$ cat src/rtl/shift_scheduler.sv
// shift_scheduler: frame-aligned shift amount sequencer with table playback and linear sweep.
// Shift changes only land one cycle after a frame_sync so the shifter never switches mid-frame.
module shift_scheduler #(
    parameter int TABLE_DEPTH = 16,
    parameter int ADDR_W      = 4
) (
    input  logic              clk,
    input  logic              rst,
    input  logic              cfg_wr_en,
    input  logic [ADDR_W-1:0] cfg_addr,
    input  logic [7:0]        cfg_data,
    input  logic              mode,
    input  logic [ADDR_W:0]   table_len,
    input  logic              loop_en,
    input  logic [7:0]        sweep_start,
    input  logic [7:0]        sweep_end,
    input  logic [7:0]        sweep_step,
    input  logic [7:0]        hold_frames,
    input  logic              start,
    input  logic              stop,
    input  logic              frame_sync,
    output logic [7:0]        shift_amt,
    output logic              shift_update,
    output logic              busy,
    output logic              done
);
    typedef enum logic [1:0] {IDLE, ARM, HOLD, DONE} state_t;

    localparam logic [ADDR_W:0] DEPTH = (ADDR_W + 1)'(TABLE_DEPTH);

    state_t            state, state_n;
    logic [7:0]        tbl [TABLE_DEPTH];
    logic              mode_l, loop_l;
    logic [ADDR_W:0]   len_l;
    logic [7:0]        sw_start_l, sw_end_l, sw_step_l, hold_l;
    logic [7:0]        frame_cnt, cnt_n;
    logic [ADDR_W-1:0] idx, idx_n;
    logic              ld, latch;
    logic [7:0]        ld_val;
    logic [7:0]        hold1, step1;
    logic [8:0]        nxt;
    logic [ADDR_W:0]   idx_inc;
    logic              start_ok, idle_like;

    assign idle_like = state == IDLE || state == DONE;
    assign start_ok  = mode || (table_len != '0 && table_len <= DEPTH);
    assign hold1     = hold_l == 8'd0 ? 8'd1 : hold_l;
    assign step1     = sw_step_l == 8'd0 ? 8'd1 : sw_step_l;
    assign nxt       = {1'b0, shift_amt} + {1'b0, step1};
    assign idx_inc   = {1'b0, idx} + (ADDR_W + 1)'(1);
    assign busy      = state == ARM || state == HOLD;
    assign done      = state == DONE;

    always_comb begin
        state_n = state;
        cnt_n   = frame_cnt;
        idx_n   = idx;
        ld      = 1'b0;
        ld_val  = shift_amt;
        latch   = 1'b0;
        if (stop) begin
            state_n = IDLE;
        end else begin
            case (state)
                IDLE, DONE: begin
                    if (start && start_ok) begin
                        latch   = 1'b1;
                        state_n = ARM;
                    end
                end
                ARM: begin
                    if (frame_sync) begin
                        ld      = 1'b1;
                        ld_val  = mode_l ? sw_start_l : tbl[0];
                        idx_n   = '0;
                        state_n = HOLD;
                    end
                end
                HOLD: begin
                    if (frame_sync) begin
                        if (frame_cnt > 8'd1) begin
                            cnt_n = frame_cnt - 8'd1;
                        end else if (mode_l) begin
                            ld      = nxt <= {1'b0, sw_end_l};
                            ld_val  = nxt[7:0];
                            state_n = ld ? HOLD : DONE;
                        end else if (idx_inc < len_l) begin
                            ld     = 1'b1;
                            ld_val = tbl[idx_inc[ADDR_W-1:0]];
                            idx_n  = idx_inc[ADDR_W-1:0];
                        end else if (loop_l) begin
                            ld     = 1'b1;
                            ld_val = tbl[0];
                            idx_n  = '0;
                        end else begin
                            state_n = DONE;
                        end
                    end
                end
                default: state_n = IDLE;
            endcase
        end
        if (ld) cnt_n = hold1;
    end

    always_ff @(posedge clk or negedge rst) begin
        if (!rst) begin
            state        <= IDLE;
            frame_cnt    <= '0;
            idx          <= '0;
            shift_amt    <= '0;
            shift_update <= 1'b0;
            mode_l       <= 1'b0;
            loop_l       <= 1'b0;
            len_l        <= '0;
            sw_start_l   <= '0;
            sw_end_l     <= '0;
            sw_step_l    <= '0;
            hold_l       <= '0;
        end else begin
            state        <= state_n;
            frame_cnt    <= cnt_n;
            idx          <= idx_n;
            shift_update <= ld;
            if (ld) shift_amt <= ld_val;
            if (latch) begin
                mode_l     <= mode;
                loop_l     <= loop_en;
                len_l      <= table_len;
                sw_start_l <= sweep_start;
                sw_end_l   <= sweep_end;
                sw_step_l  <= sweep_step;
                hold_l     <= hold_frames;
            end
        end
    end

    // Table is only writable while no sequence is reading it.
    always_ff @(posedge clk or negedge rst) begin
        if (!rst) begin
            for (int i = 0; i < TABLE_DEPTH; i++) tbl[i] <= '0;
        end else if (cfg_wr_en && idle_like) begin
            tbl[cfg_addr] <= cfg_data;
        end
    end
endmodule

$ cat config.mk
export PLATFORM = sky130hd
export DESIGN_NAME = shift_scheduler
export DESIGN_NICKNAME = d
export VERILOG_FILES = /design/src/rtl/shift_scheduler.sv
export SDC_FILE = /design/constraint.sdc
export NUM_CORES = 1
export LEC_CHECK = 0
export ABC_CLOCK_PERIOD_IN_PS = 6400
export CELL_PAD_IN_SITES_DETAIL_PLACEMENT = 0
export CELL_PAD_IN_SITES_GLOBAL_PLACEMENT = 1
export CORE_UTILIZATION = 53
export DETAILED_ROUTE_END_ITERATION = 8
export GPL_TIMING_DRIVEN = 0
export PLACE_DENSITY = 0.84
export SLEW_MARGIN = 0
export SYNTH_ARGS = -nofsm -noshare
export SYNTH_HDL_FRONTEND = slang
export SYNTH_SLANG_ARGS = --single-unit
$ cat constraint.sdc
create_clock -name clk -period 6.4 [get_ports clk]
set_input_delay 1.6 -clock clk [delete_from_list [all_inputs] [get_ports clk]]
set_output_delay 1.6 -clock clk [all_outputs]
set_load 0.005 [all_outputs]
Word-level counts from Yosys, hierarchy flattened
Index checks and enable logic that the tools add are counted.
{ "op_classes": {"reduce_logical": 20, "n_mux": 49, "order_cmp": 7, "eq_ne": 16, "bitwise_logic": 3, "n_addsub": 3} }
{ "op_table": {"columns": ["operator", "count"], "rows": [
  ["two-way mux 8 bit", 17],
  ["bitwise mux 128 bit", 1],
  ["binary-select mux 8 bit (select 4 bit)", 1],
  ["demux 8 bit (select 4 bit)", 1],
  ["two-way mux 4 bit", 6],
  ["zero test 8 bit", 2],
  ["two-way mux 2 bit", 8],
  ["one-hot mux 8 bit (2 select lines)", 1],
  ["AND reduction 7 bit", 2],
  ["inequality test 3 bit, second input constant", 4],
  ["two-way mux 1 bit", 11],
  [">= comparator 5 bit, second input constant", 2],
  ["NOT 4 -> 5 bit", 2],
  ["adder 8 x 8 -> 9 bit", 1],
  ["less-or-equal comparator 9 x 8 -> 1 bit", 1],
  ["> comparator 8 x 1 -> 1 bit, second input constant", 1],
  ["inequality test 2 bit, second input constant", 4],
  ["inequality test 4 bit, second input constant", 2],
  ["one-hot mux 4 bit (2 select lines)", 1],
  ["nonzero test 2 bit", 4],
  ["subtractor 8 x 1 -> 8 bit, second input constant", 1],
  ["one-hot mux 2 bit (3 select lines)", 1],
  ["AND reduction 6 bit", 1],
  ["adder 4 x 1 -> 5 bit, second input constant", 1],
  ["16 further kinds", 22]
]} }
{ "totals": {"in_bits": 57, "reg_bits": 190, "wordCells": 126} }

Depth between registers and ports, before layout
{ "logic_depth": {"depth_word": 11, "mapped_depth": 20} }

Worst setup path after synthesis
Ideal clock, no wire load.
{ "synth_path": {"path_type": "flip-flop to flip-flop", "start": "register sw_step_l[4]", "end": "register frame_cnt[5]", "arrival_time_ps": 3983, "n_path_buf": 0, "path_stages_with_launch": 20, "synth_period_minus_slack_ps": 4104, "path_slack_ps": 2296, "t_required_ps": 6279, "cell_sequence": "dfrtp_1 > nor4_1 > a21o_1 > ha_1 > inv_1 > fa_1 > nor2b_1 > o31ai_1 > nand2b_1 > a21oi_1 > xnor2_1 > ha_1 > a2111oi_0 > nand2_1 > a31o_1 > and2_1 > or4_4 > a21oi_4 > o21ai_1 > a22o_1"} }
{ "synth_via": {"elab_chain_cells": 11} }
{ "synth_rtl": {"columns": ["item", "line", "source"], "rows": [
  ["start: declaration", "35", "logic [7:0] sw_start_l, sw_end_l, sw_step_l, hold_l;"],
  ["start signal: assignment", "132", "sw_step_l <= sweep_step;"],
  ["zero test 8 bit", "48", "assign step1 = sw_step_l == 8'd0 ? 8'd1 : sw_step_l;"],
  ["two-way mux 8 bit (*)", "48", null],
  ["adder 8 x 8 -> 9 bit (*)", "49", "assign nxt = {1'b0, shift_amt} + {1'b0, step1};"],
  ["less-or-equal comparator 9 x 8 -> 1 bit (*)", "84", "ld = nxt <= {1'b0, sw_end_l};"],
  ["two-way mux 1 bit (*)", "83", "end else if (mode_l) begin"],
  ["two-way mux 1 bit (*)", "81", "if (frame_cnt > 8'd1) begin"],
  ["two-way mux 1 bit (*)", "80", "if (frame_sync) begin"],
  ["one-hot mux 1 bit (2 select lines) (*)", "64", "case (state)"],
  ["two-way mux 1 bit (*)", "61", "if (stop) begin"],
  ["inequality test 2 x 1 -> 1 bit (no source line) or nonzero test 2 bit (tied branches)", null, null],
  ["AND reduction 4 bit (no source line)", null, null],
  ["end signal: assignment", "122", "frame_cnt <= cnt_n;"],
  ["end: declaration", "36", "logic [7:0] frame_cnt, cnt_n;"]
]} }
Mark *: on every way between the ends. The rest lies on a longest branch, timed or not.
A chain may end at the register's enable or synchronous reset.

Worst setup path in the final report
{ "layout_path": {"start": "register sw_step_l[4]", "end": "register frame_cnt[0]"} }
The elaborated chain is that of the path after synthesis.

==> results.txt <==
Part of the total power dissipated in the clock network: 0.185
FP Rows: 48
Total Power Consumption: 0.00557 W
Number of fill cells in the layout: 1,302
DPL Wire Length: 15,600 um
Count of warnings emitted by yosys: 0
Net Count, Synth: 799
Num CTS Buffers: 17
Setup repair after global routing missed its margin: no
Post-Layout Cell Count: 1,039
Antenna cells: 0
Total area of multi-input combinational cells: 0.00455 mm2
Internal power: 0.00361 W
Maximum root-to-sink buffer count: 2
Peak clock frequency supported by timing: 204 MHz
Switch Pwr: 0.00197 W
Vias: 6,147
Period utilization: 0.768
Post-CTS Setup Inserts: 0
Class of the tightest hold or removal check: flop to flop
Crit Reg-Reg Endpoint: frame_cnt[0]
Slew Limit Headroom: 0.115
Number of enable flip-flop cells after synthesis: 0
Net Sw Frac: 0.353
Maximum Capacitance Violations: 0
Share of post-route cells with drive strength above 1: 0.330
Family of cells with the greatest summed delay on the critical path: simple AND/OR/NAND/NOR gates
Maximum clock skew at final layout: 0.0100 ns
Hold violation total from the final report: 0
Post-synthesis cell count: 715
Distinct cell type count of the synthesized netlist: 66
Placed insts: 1,008
Worst voltage drop across the vdd grid: 266 uV
Number of buffers added on ports: 67
TritonCTS Sinks: 190
Worst reg2reg path startpoint: sw_step_l[4]
Clk pin slew, worst setup/hold paths: 0.07 ns
Type of the worst setup path: flop to flop
Worst setup path endpoint: frame_cnt[0]
CP Buf/Inv Count: 2
Data arrival time at the worst-slack endpoint: 5.25 ns
FF-to-FF path depth: 20
Seq/Total Area, Yosys: 0.496
Master of the slowest instance on the critical path: sky130_fd_sc_hd__or4_4
Setup_tns: 0 ns
Largest net degree at the start of global routing: 103
Worst Setup End Kind: flop
Routed wire length: 21,400 um
CP Cell Sequence: nor4_1 -> a21o_1 -> ha_1 -> inv_1 -> fa_1 -> nor2b_1 -> o31ai_1 -> nand2b_1 -> a21oi_1 -> xnor2_1 -> ha_1 -> a2111oi_0 -> nand2_1 -> a31o_1 -> and2_1 -> or4_4 -> a21oi_4 -> buf_4 -> nand3_1 -> o221ai_1
Boundary Pins: 68
Most frequent cells after synthesis: sky130_fd_sc_hd__dfrtp_1, sky130_fd_sc_hd__mux2_2, sky130_fd_sc_hd__mux4_2, sky130_fd_sc_hd__nor2_1
Share of flip-flops with an asynchronous set or reset: 1.00
Layout net count: 886
Share of the synthesized area in the top cell type: 0.496
Number of gates given a new drive strength after cts: 0
Number of stages on the worst setup path: 20
Most frequent cell on the critical path: sky130_fd_sc_hd__ha_1
Wire length per cell after detailed routing: 20.6 um
Initial antenna violation count: 1
Transition at the pin with the smallest max-transition slack: 1.32 ns
Critical-path maximum fanout: 10
Cell type with the highest aggregate area in the netlist: sky130_fd_sc_hd__dfrtp_1
Fraction of power consumed by sequential logic: 0.385
P per Cell Area: 501 mW/mm2
Reg2Reg Setup Slack: 1.49 ns
Post-layout min period: 4.91 ns
Residual DRC count: 0
Final setup fails: 0
Initial core utilization: 0.548
Combinational power share: 0.431
Startpoint class of the critical path: flop
Die Span X: 136 um
Required time of the worst setup path: 6.74 ns
Maximum level of the CTS H-tree: 4
First-iteration detailed-routing DRC count: 306
Result of the run: complete, no violations
Syn-to-layout area delta: 16.2%
Setup crit start: sw_step_l[4]
Leading cell type by number of instances after synthesis: sky130_fd_sc_hd__dfrtp_1
Main synth FF type: sky130_fd_sc_hd__dfrtp_1
First-pass GRT wire length: 34,800 um
Leakage power total: 4.80 nW
Hold-fix buffers at CTS: 0
Remaining antenna violation count after routing: 0
GRT Residual Overflow: 0
Global router's overall resource usage: 0.251
Post-synthesis register bit count: 190
Router iterations before antenna repair: 5
Clk_lat worst skew: 0.44 ns
Die outline area: 0.0186 mm2
Vertical die dimension: 136 um
Dominant cells by area after synthesis: sky130_fd_sc_hd__dfrtp_1, sky130_fd_sc_hd__mux2_2, sky130_fd_sc_hd__mux4_2
Synthesized area divided by synthesized cell count: 13.4 um2
Ratio of routed vias to standard cells: 5.92
Core region area: 0.0175 mm2
Netlist area before placement: 0.00958 mm2
CTS tree: yes
Number of slew-limit violations in the final report: 0
Routability congestion estimate: 0.937
Register Area: 0.00475 mm2
Largest stage delay on the critical path: 0.53 ns
Vias in the first global route: 6,553
CTS Root Buffer Type: sky130_fd_sc_hd__clkbuf_16
## routing by layer
layer	up-vias	track usage	routed length, um
met2	136	0.420	10800
met4	2	0.0753	300
met5	-	0	13
li1	2803	-	-
met3	29	0.0507	860
met1	3177	0.328	9490
## flip-flops by register name (all words and copies together) (netlist names)
| name | cells |
|---|---|
| shift_update | 1 |
| mode_l | 1 |
| len_l | 5 |
| idx | 4 |
| shift_amt | 8 |
| frame_cnt | 8 |
| hold_l | 8 |
| sw_step_l | 8 |
| sw_start_l | 8 |
| sw_end_l | 8 |
| state | 2 |
| loop_l | 1 |
| tbl | 128 |
## how the worst min path moves through the flow
stage / cells past startpoint / from / to
floorplan: 1 / sw_start_l[1] / sw_start_l[1]
global placement: 1 / tbl[63] / tbl[63]
detailed placement: 1 / tbl[14] / tbl[14]
CTS: 1 / tbl[14] / tbl[14]
global route: 1 / sw_end_l[7] / sw_end_l[7]
finish: 1 / tbl[14] / tbl[14]
## cell usage in the layout (no fill, tap or decap), types with 5 or more instances in the layout
cell                              Yosys  routed
sky130_fd_sc_hd__clkbuf_16            0      17
sky130_fd_sc_hd__ha_1                26      26
sky130_fd_sc_hd__o21ai_0              5       5
sky130_fd_sc_hd__inv_1               30      30
sky130_fd_sc_hd__clkbuf_1            30      32
sky130_fd_sc_hd__clkdlybuf4s50_1      0      66
sky130_fd_sc_hd__dfrtp_1            190     190
sky130_fd_sc_hd__nand2b_1             9       9
sky130_fd_sc_hd__xnor2_1              5       5
sky130_fd_sc_hd__mux2_2             172     172
sky130_fd_sc_hd__nand3_1              7       7
sky130_fd_sc_hd__a21oi_1             21      21
sky130_fd_sc_hd__o21ai_1             16      16
sky130_fd_sc_hd__buf_2                6       6
sky130_fd_sc_hd__mux4_2              40      40
sky130_fd_sc_hd__nor2_1              32      32
sky130_fd_sc_hd__nor3_1              10      10
sky130_fd_sc_hd__nand2_1             30      30
sky130_fd_sc_hd__mux2i_1              8       8
## layout make-up
| cell class | count | share of cell area |
|---|---|---|
| Sequential cell | 190 | 0.427 |
| Tap cell | 225 | 0.0253 |
| Inverter | 31 | 0.0105 |
| Timing Repair Buffer | 68 | 0.0632 |
| Buffer | 38 | 0.0145 |
| Multi-Input combinational cell | 456 | 0.409 |
| Clock inverter | 12 | 0.0120 |
| Clock buffer | 19 | 0.0389 |
## power groups by stage
stage	Combinational, W	Clock (W)	Sequential (W)
final	0.00240	0.00103	0.00214
after global routing	0.00263	0.00110	0.00221
after global placement	0.00230	0	0.00211
after floorplan	0.00182	0	0.00202
after CTS	0.00241	0.00105	0.00214
after detailed placement	0.00240	0	0.00216
## cells by family after synthesis
| logic type | after synthesis | share of synthesized area |
|---|---|---|
| AO/OA/AOI/OAI | 85 | 0.0636 |
| XOR/XNOR | 8 | 0.00810 |
| adder cells (fa/ha/maj) | 27 | 0.0360 |
| buffers and inverters | 69 | 0.0290 |
| flip-flops | 190 | 0.496 |
| multiplexers | 220 | 0.305 |
| AND/OR/NAND/NOR | 116 | 0.0624 |
## through the flow
| stage | instance area, um2 | setup slack [ns] | hold WS [ns] | utilization |
|---|---|---|---|---|
| finish | 11100 | 1.49 | 0.503 | 0.637 |
| CTS | 11100 | 1.51 | 0.507 | 0.637 |
| global placement | 10500 | -3.63 | 0.482 | 0.603 |
| global route | 11100 | 1.23 | 0.523 | 0.637 |
| floorplan | 9580 | 2.30 | 0.474 | - |
| detailed placement | 10600 | 1.53 | 0.491 | 0.605 |
(Power assumes the default switching activity.)
==> RTL change 1: new RTL, config.mk and constraints unchanged <==
Reset style: synchronous (`rst`), changed in 2 clocked blocks.
--- a/src/rtl/shift_scheduler.sv
+++ b/src/rtl/shift_scheduler.sv
@@ -103,7 +103,7 @@
         if (ld) cnt_n = hold1;
     end
 
-    always_ff @(posedge clk or negedge rst) begin
+    always_ff @(posedge clk) begin
         if (!rst) begin
             state        <= IDLE;
             frame_cnt    <= '0;
@@ -136,7 +136,7 @@
     end
 
     // Table is only writable while no sequence is reading it.
-    always_ff @(posedge clk or negedge rst) begin
+    always_ff @(posedge clk) begin
         if (!rst) begin
             for (int i = 0; i < TABLE_DEPTH; i++) tbl[i] <= '0;
         end else if (cfg_wr_en && idle_like) begin
Formal check against the unedited RTL: differs if rst is asserted again (counterexample within 4 cycles, from zero or initial values and one cycle with rst low); with rst held inactive, the same outputs for 4 cycles.
==> RTL change 1 against the original RTL <==
- wire length is 6.2% higher
- cell area is 1.5% lower
- worst setup slack better by 0.66 ns
- synthesized area is 2.0% lower
- sequential cell count stayed put
- cell count is 9.4% higher
- critical path type is now input pin to flop
- critical endpoint is now tbl[8][0]$_SDFFCE_PN0P_
- largest cell class unchanged
- highest routed layer is now met4
Power is not compared: it rests on default switching activity, and its combinational part moved more than twofold at a synthesized area within 25%.
==> RTL change 1: results (changes against the original RTL) <==
The run finished with clean final reports. The biggest area contributor in the post-synthesis netlist is edfxtp_1. The register bank with the most flops is tbl.

The routing usage on met1 came to 33.3% (+0.53 points). The maximum number of pins on one net before global-route repair was 20 (-81%). The share of post-route cells with drive strength above 1 came to 10.4% (-23 points). The number of flip-flops under the largest register name came out at 128 (unchanged). The share of flip-flops with an asynchronous set or reset after synthesis is 0% (-100 points). The number of input and output port buffers inserted is 67 (unchanged). The worst slew slack as a fraction of its limit is 9.02% (-2.5 points).

The number of enable-type register cells in the synthesized netlist is 128 (+128). The tree is rooted in a clkbuf_16. The length of routed met2 wiring is 11.6 mm (+7.5%). The clock latency reported for the late side of the worst-skew pair came out at 0.44 ns (about the same). The via count of the first global-routing pass came out at 6,262 (-4.4%). The average cell area after synthesis came out at 11.6 sq um (-14%). The placed instance count is 1,105 (+9.6%). The commonest cells after synthesis are and2_1, edfxtp_1, nand2_1, a21oi_1, dfxtp_1.

The endpoint arrival time on the critical path came out at 4.30 ns (-0.95 ns). The highest layer touched by signal routing is met4. The global-route track usage on met2 came to 45.7% (+3.7 points). The net count of the mapped netlist came out at 897 (+12%). For this design the static power due to leakage is 3.99 nW. The number of distinct standard cells referenced by the synthesized netlist came to 61 (-7.6%). The via count normalized by instance count came to 5.67 (-4.2%). The post-CTS clock slew at the launch and capture registers of the worst setup and hold paths was 0.07 ns (about the same). The largest clock skew in the final design is 0.00969 ns (-0.000364 ns). The global routing met3 resource utilization is 5.44% (+0.37 points). Yosys attributes the largest share of cell area to edfxtp_1, dfxtp_1, mux4_2, and2_1, nand2_1. The maximum fanout count along the critical path is 8 (-2). The iteration-0 DRC count of the detailed router is 552 (+80%). The worst slack at placement was 1.78 ns (+0.253 ns).

In this run the worst hold path is classified as flop to flop. The global-route wire length before repair was 35.4 mm (+1.6%). The total track usage was 26.4% (+1.4 points). The filler-free cell count of the finished design came to 1,137 (+9.4%). The final HPWL from detailed placement came to 16.9 mm (+8.3%). The post-CTS setup buffer count came out at 0 (unchanged). The routed wire length on met3 is 1.26 mm (+47%).

In the post-synthesis netlist, the cell with the most instances is and2_1. The cell area reported after detailed placement came out at 0.0103 sq mm (-2.1%). The met1 layer wirelength in the final routing came to 9.57 mm (+0.75%).

The initial antenna violation count came out at 0 (-1). The synthesis warning total came out at 0 (unchanged). The final weighted congestion in routability-driven placement came out at 0.862 (-8.0%).

The number of nets in the layout came to 983 (+11%). The sequential element share of the synthesized area came to 54.1% (+4.5 points). The total length of routed wires is 22.8 mm (+6.2%).
-- RTL change 1: cell types whose count changed in the layout (fill, tap and decap cells not counted), moves of 41 or more --
| cell | delta |
|---|---|
| edfxtp_1 | +128 |
| dfrtp_1 | -190 |
| mux2_2 | -171 |
| and2_1 | +127 |
| a21oi_1 | +41 |
| nand2_1 | +64 |
| dfxtp_1 | +62 |
-- RTL change 1: power by group --
group,switching (mW),internal (mW),total [mW]
clock network,0.511,0.597,1.11
logic,0.137,0.0987,0.236
registers,0.0205,1.35,1.37
-- RTL change 1: critical path: stages --
cell and delay, ns:
clkdlybuf4s50_1 0.74, nand3_1 0.29, or3_1 0.38, clkbuf_1 0.20, o21ai_0 1.08
-- RTL change 1: cell families after synthesis --
logic type	Yosys count	share of synthesized area, %
xor+xnor	15	1.40
simple gates	320	18.0
fa+ha+maj	27	3.68
mux	52	10.6
flops	190	54.1
buf+inv	75	3.28
compound gates	134	8.94
-- RTL change 1: layout make-up --
cell class              count  area, sq um
plain buffers              48          206
clock buffers              17          425
clock inverters            15          193
fillers                  1373         6330
inverters                  27          101
multi-input cells         548         4000
flip-flops and latches    190         5080
well taps                 225          282
repair buffers             67          671
-- RTL change 1: final timing paths --
path / from / endpoint / slack, ns / cells after the start
worst max-delay path: rst / tbl[8][0]$_SDFFCE_PN0P_ / 2.15 / 5
worst min-delay path: sw_start_l[3]$_SDFFE_PN0P_ / sw_start_l[3]$_SDFFE_PN0P_ / 0.46 / 2
worst min register to register: sw_start_l[3]$_SDFFE_PN0P_ / sw_start_l[3]$_SDFFE_PN0P_ / 0.46 / 2
worst max register to register: sw_step_l[3]$_SDFFE_PN0P_ / frame_cnt[2]$_SDFFE_PN0P_ / 2.19 / 17
==> RTL change 2: new RTL, same flow settings <==
Without the edit above. The parameter `TABLE_DEPTH` goes from 16 to 32.
--- a/src/rtl/shift_scheduler.sv
+++ b/src/rtl/shift_scheduler.sv
@@ -1,7 +1,7 @@
 // shift_scheduler: frame-aligned shift amount sequencer with table playback and linear sweep.
 // Shift changes only land one cycle after a frame_sync so the shifter never switches mid-frame.
 module shift_scheduler #(
-    parameter int TABLE_DEPTH = 16,
+    parameter int TABLE_DEPTH = 32,
     parameter int ADDR_W      = 4
 ) (
     input  logic              clk,
Check against the original RTL: not equivalent (Yosys sat finds a counterexample within 4 cycles, from zero or initial values and one cycle with rst low).
==> RTL change 2 against the original RTL <==
- sequential cell count is the same
- cell area shrank 0.11%
- sequential share of layout area is essentially flat
- clock power grew 8%
- synthesized area shrank 0.65%
- clock skew grew 0.0055 ns
- wire length grew 1.3%
- total power grew 0.72%
- worst setup slack gained 0.37 ns
- critical path type unchanged
- highest routed layer is now met4
==> RTL change 2: results (changes against the original RTL) <==
The global-route wire length before repair came out at 35.3 mm (+1.4%). The length of routed met2 wiring is 10.8 mm (+0.29%). The final HPWL from detailed placement is 15.6 mm (-0.24%). The global-route track usage on met2 came out at 42.6% (+0.62 points). The maximum number of pins on one net before global-route repair came out at 100 (-2.9%).

The run finished with clean final reports. The met1 layer wirelength in the final routing came to 9.57 mm (+0.77%). The net count of the mapped netlist came to 793 (-0.75%). The pin slew with the least headroom to its limit came out at 1.15 ns (-0.164 ns). By area the synthesized netlist is led by dfrtp_1, mux2_2, mux4_2, ha_1, mux2i_1.

The compound-gate portion of the synthesized area came out at 6.86% (+0.50 points). The worst hold path begins at tbl[236]$_DFFE_PN0P_. The reg-to-reg critical path endpoint is shift_amt[2]$_DFFE_PN0P_.

The power in the clock group came out at 1.11 mW (+8%). The number of distinct standard cells referenced by the synthesized netlist is 63 (-4.5%). The cell area reported after detailed placement came to 0.0105 sq mm (-0.59%). The horizontal die dimension is 136 um (-0.32%). The number of nets in the layout came to 880 (-0.68%). The routed wire length on met3 was 963 um (+12%). The static leakage came to 4.85 nW (+1.1%). The post-route worst hold slack is 0.502 ns (-0.00179 ns). By count the netlist is led by dfrtp_1, mux2_2, inv_1, mux4_2. The largest clock skew in the final design came out at 0.0155 ns (+0.00549 ns). The iteration-0 DRC count of the detailed router is 399 (+30%).

The combinational power came out at 2.35 mW (-2%). The final routed wire length divided by cell count came out at 21.0 um (+1.8%). The via count normalized by instance count is 5.97 (+0.83%).

The global routing met3 resource utilization is 4.59% (-0.48 points). The share of total power consumed by net switching came to 34.5% (-0.77 points). The routing usage on met1 came to 33.9% (+1.1 points).

The total track usage came out at 25.7% (+0.59 points). The shortest clock period the worst path allows after layout is 4.54 ns (-0.373 ns). The final weighted congestion in routability-driven placement is 0.874 (-6.7%). The maximum fanout count along the critical path came out at 9 (-1). The path with the worst hold slack has its endpoint at tbl[236]$_DFFE_PN0P_. The total length of routed wires came out at 21.7 mm (+1.3%).

The logic depth of the worst register-to-register path came out at 18 (-10%). The sequential element share of the synthesized area is 50.0% (+0.33 points). The number of standard cells after synthesis came to 709 (-0.84%).

The synthesis-to-layout area growth is 16.8%. The share of post-route cells with drive strength above 1 is 31.4% (-1.6 points). The internal power summed over all cells is 3.67 mW (+1.9%). The endpoint arrival time on the critical path came to 4.87 ns (-0.38 ns). The maximum vdd drop is 300 uV (+13%). The adder and majority gate portion of the synthesized area is 3.63% (+0.024 points).
## RTL change 2: cell types whose count changed in the layout (fill, tap and decap cells not counted), moves of 4 or more
cell     before  now
o21ai_1      16    0
mux2i_1       8   19
mux4_2       40   31
nand2_1      30   21
o21ai_0       5   13
o22ai_1       0    6
buf_2         6    2
nor2_1       32   28
## RTL change 2: critical path: stages, from the launching register on
cell	delay, ns
dfrtp_1	0.41
nor4_1	0.40
a21o_1	0.17
ha_1	0.17
inv_1	0.05
fa_1	0.40
nor2b_1	0.19
o31a_1	0.22
nor4_1	0.07
a311o_1	0.37
ha_1	0.34
nand4_1	0.10
or2_2	0.10
o211ai_1	0.18
a31o_1	0.30
a31oi_4	0.34
inv_4	0.13
nand2_4	0.14
mux2_2	0.35
## RTL change 2: layout make-up
class	instances	area share, %
plain buffers	35	1.44
clock inverters	11	1.32
repair buffers	68	6.32
multi-input cells	452	40.3
inverters	32	1.10
well taps	225	2.53
clock buffers	21	4.23
flip-flops and latches	190	42.8
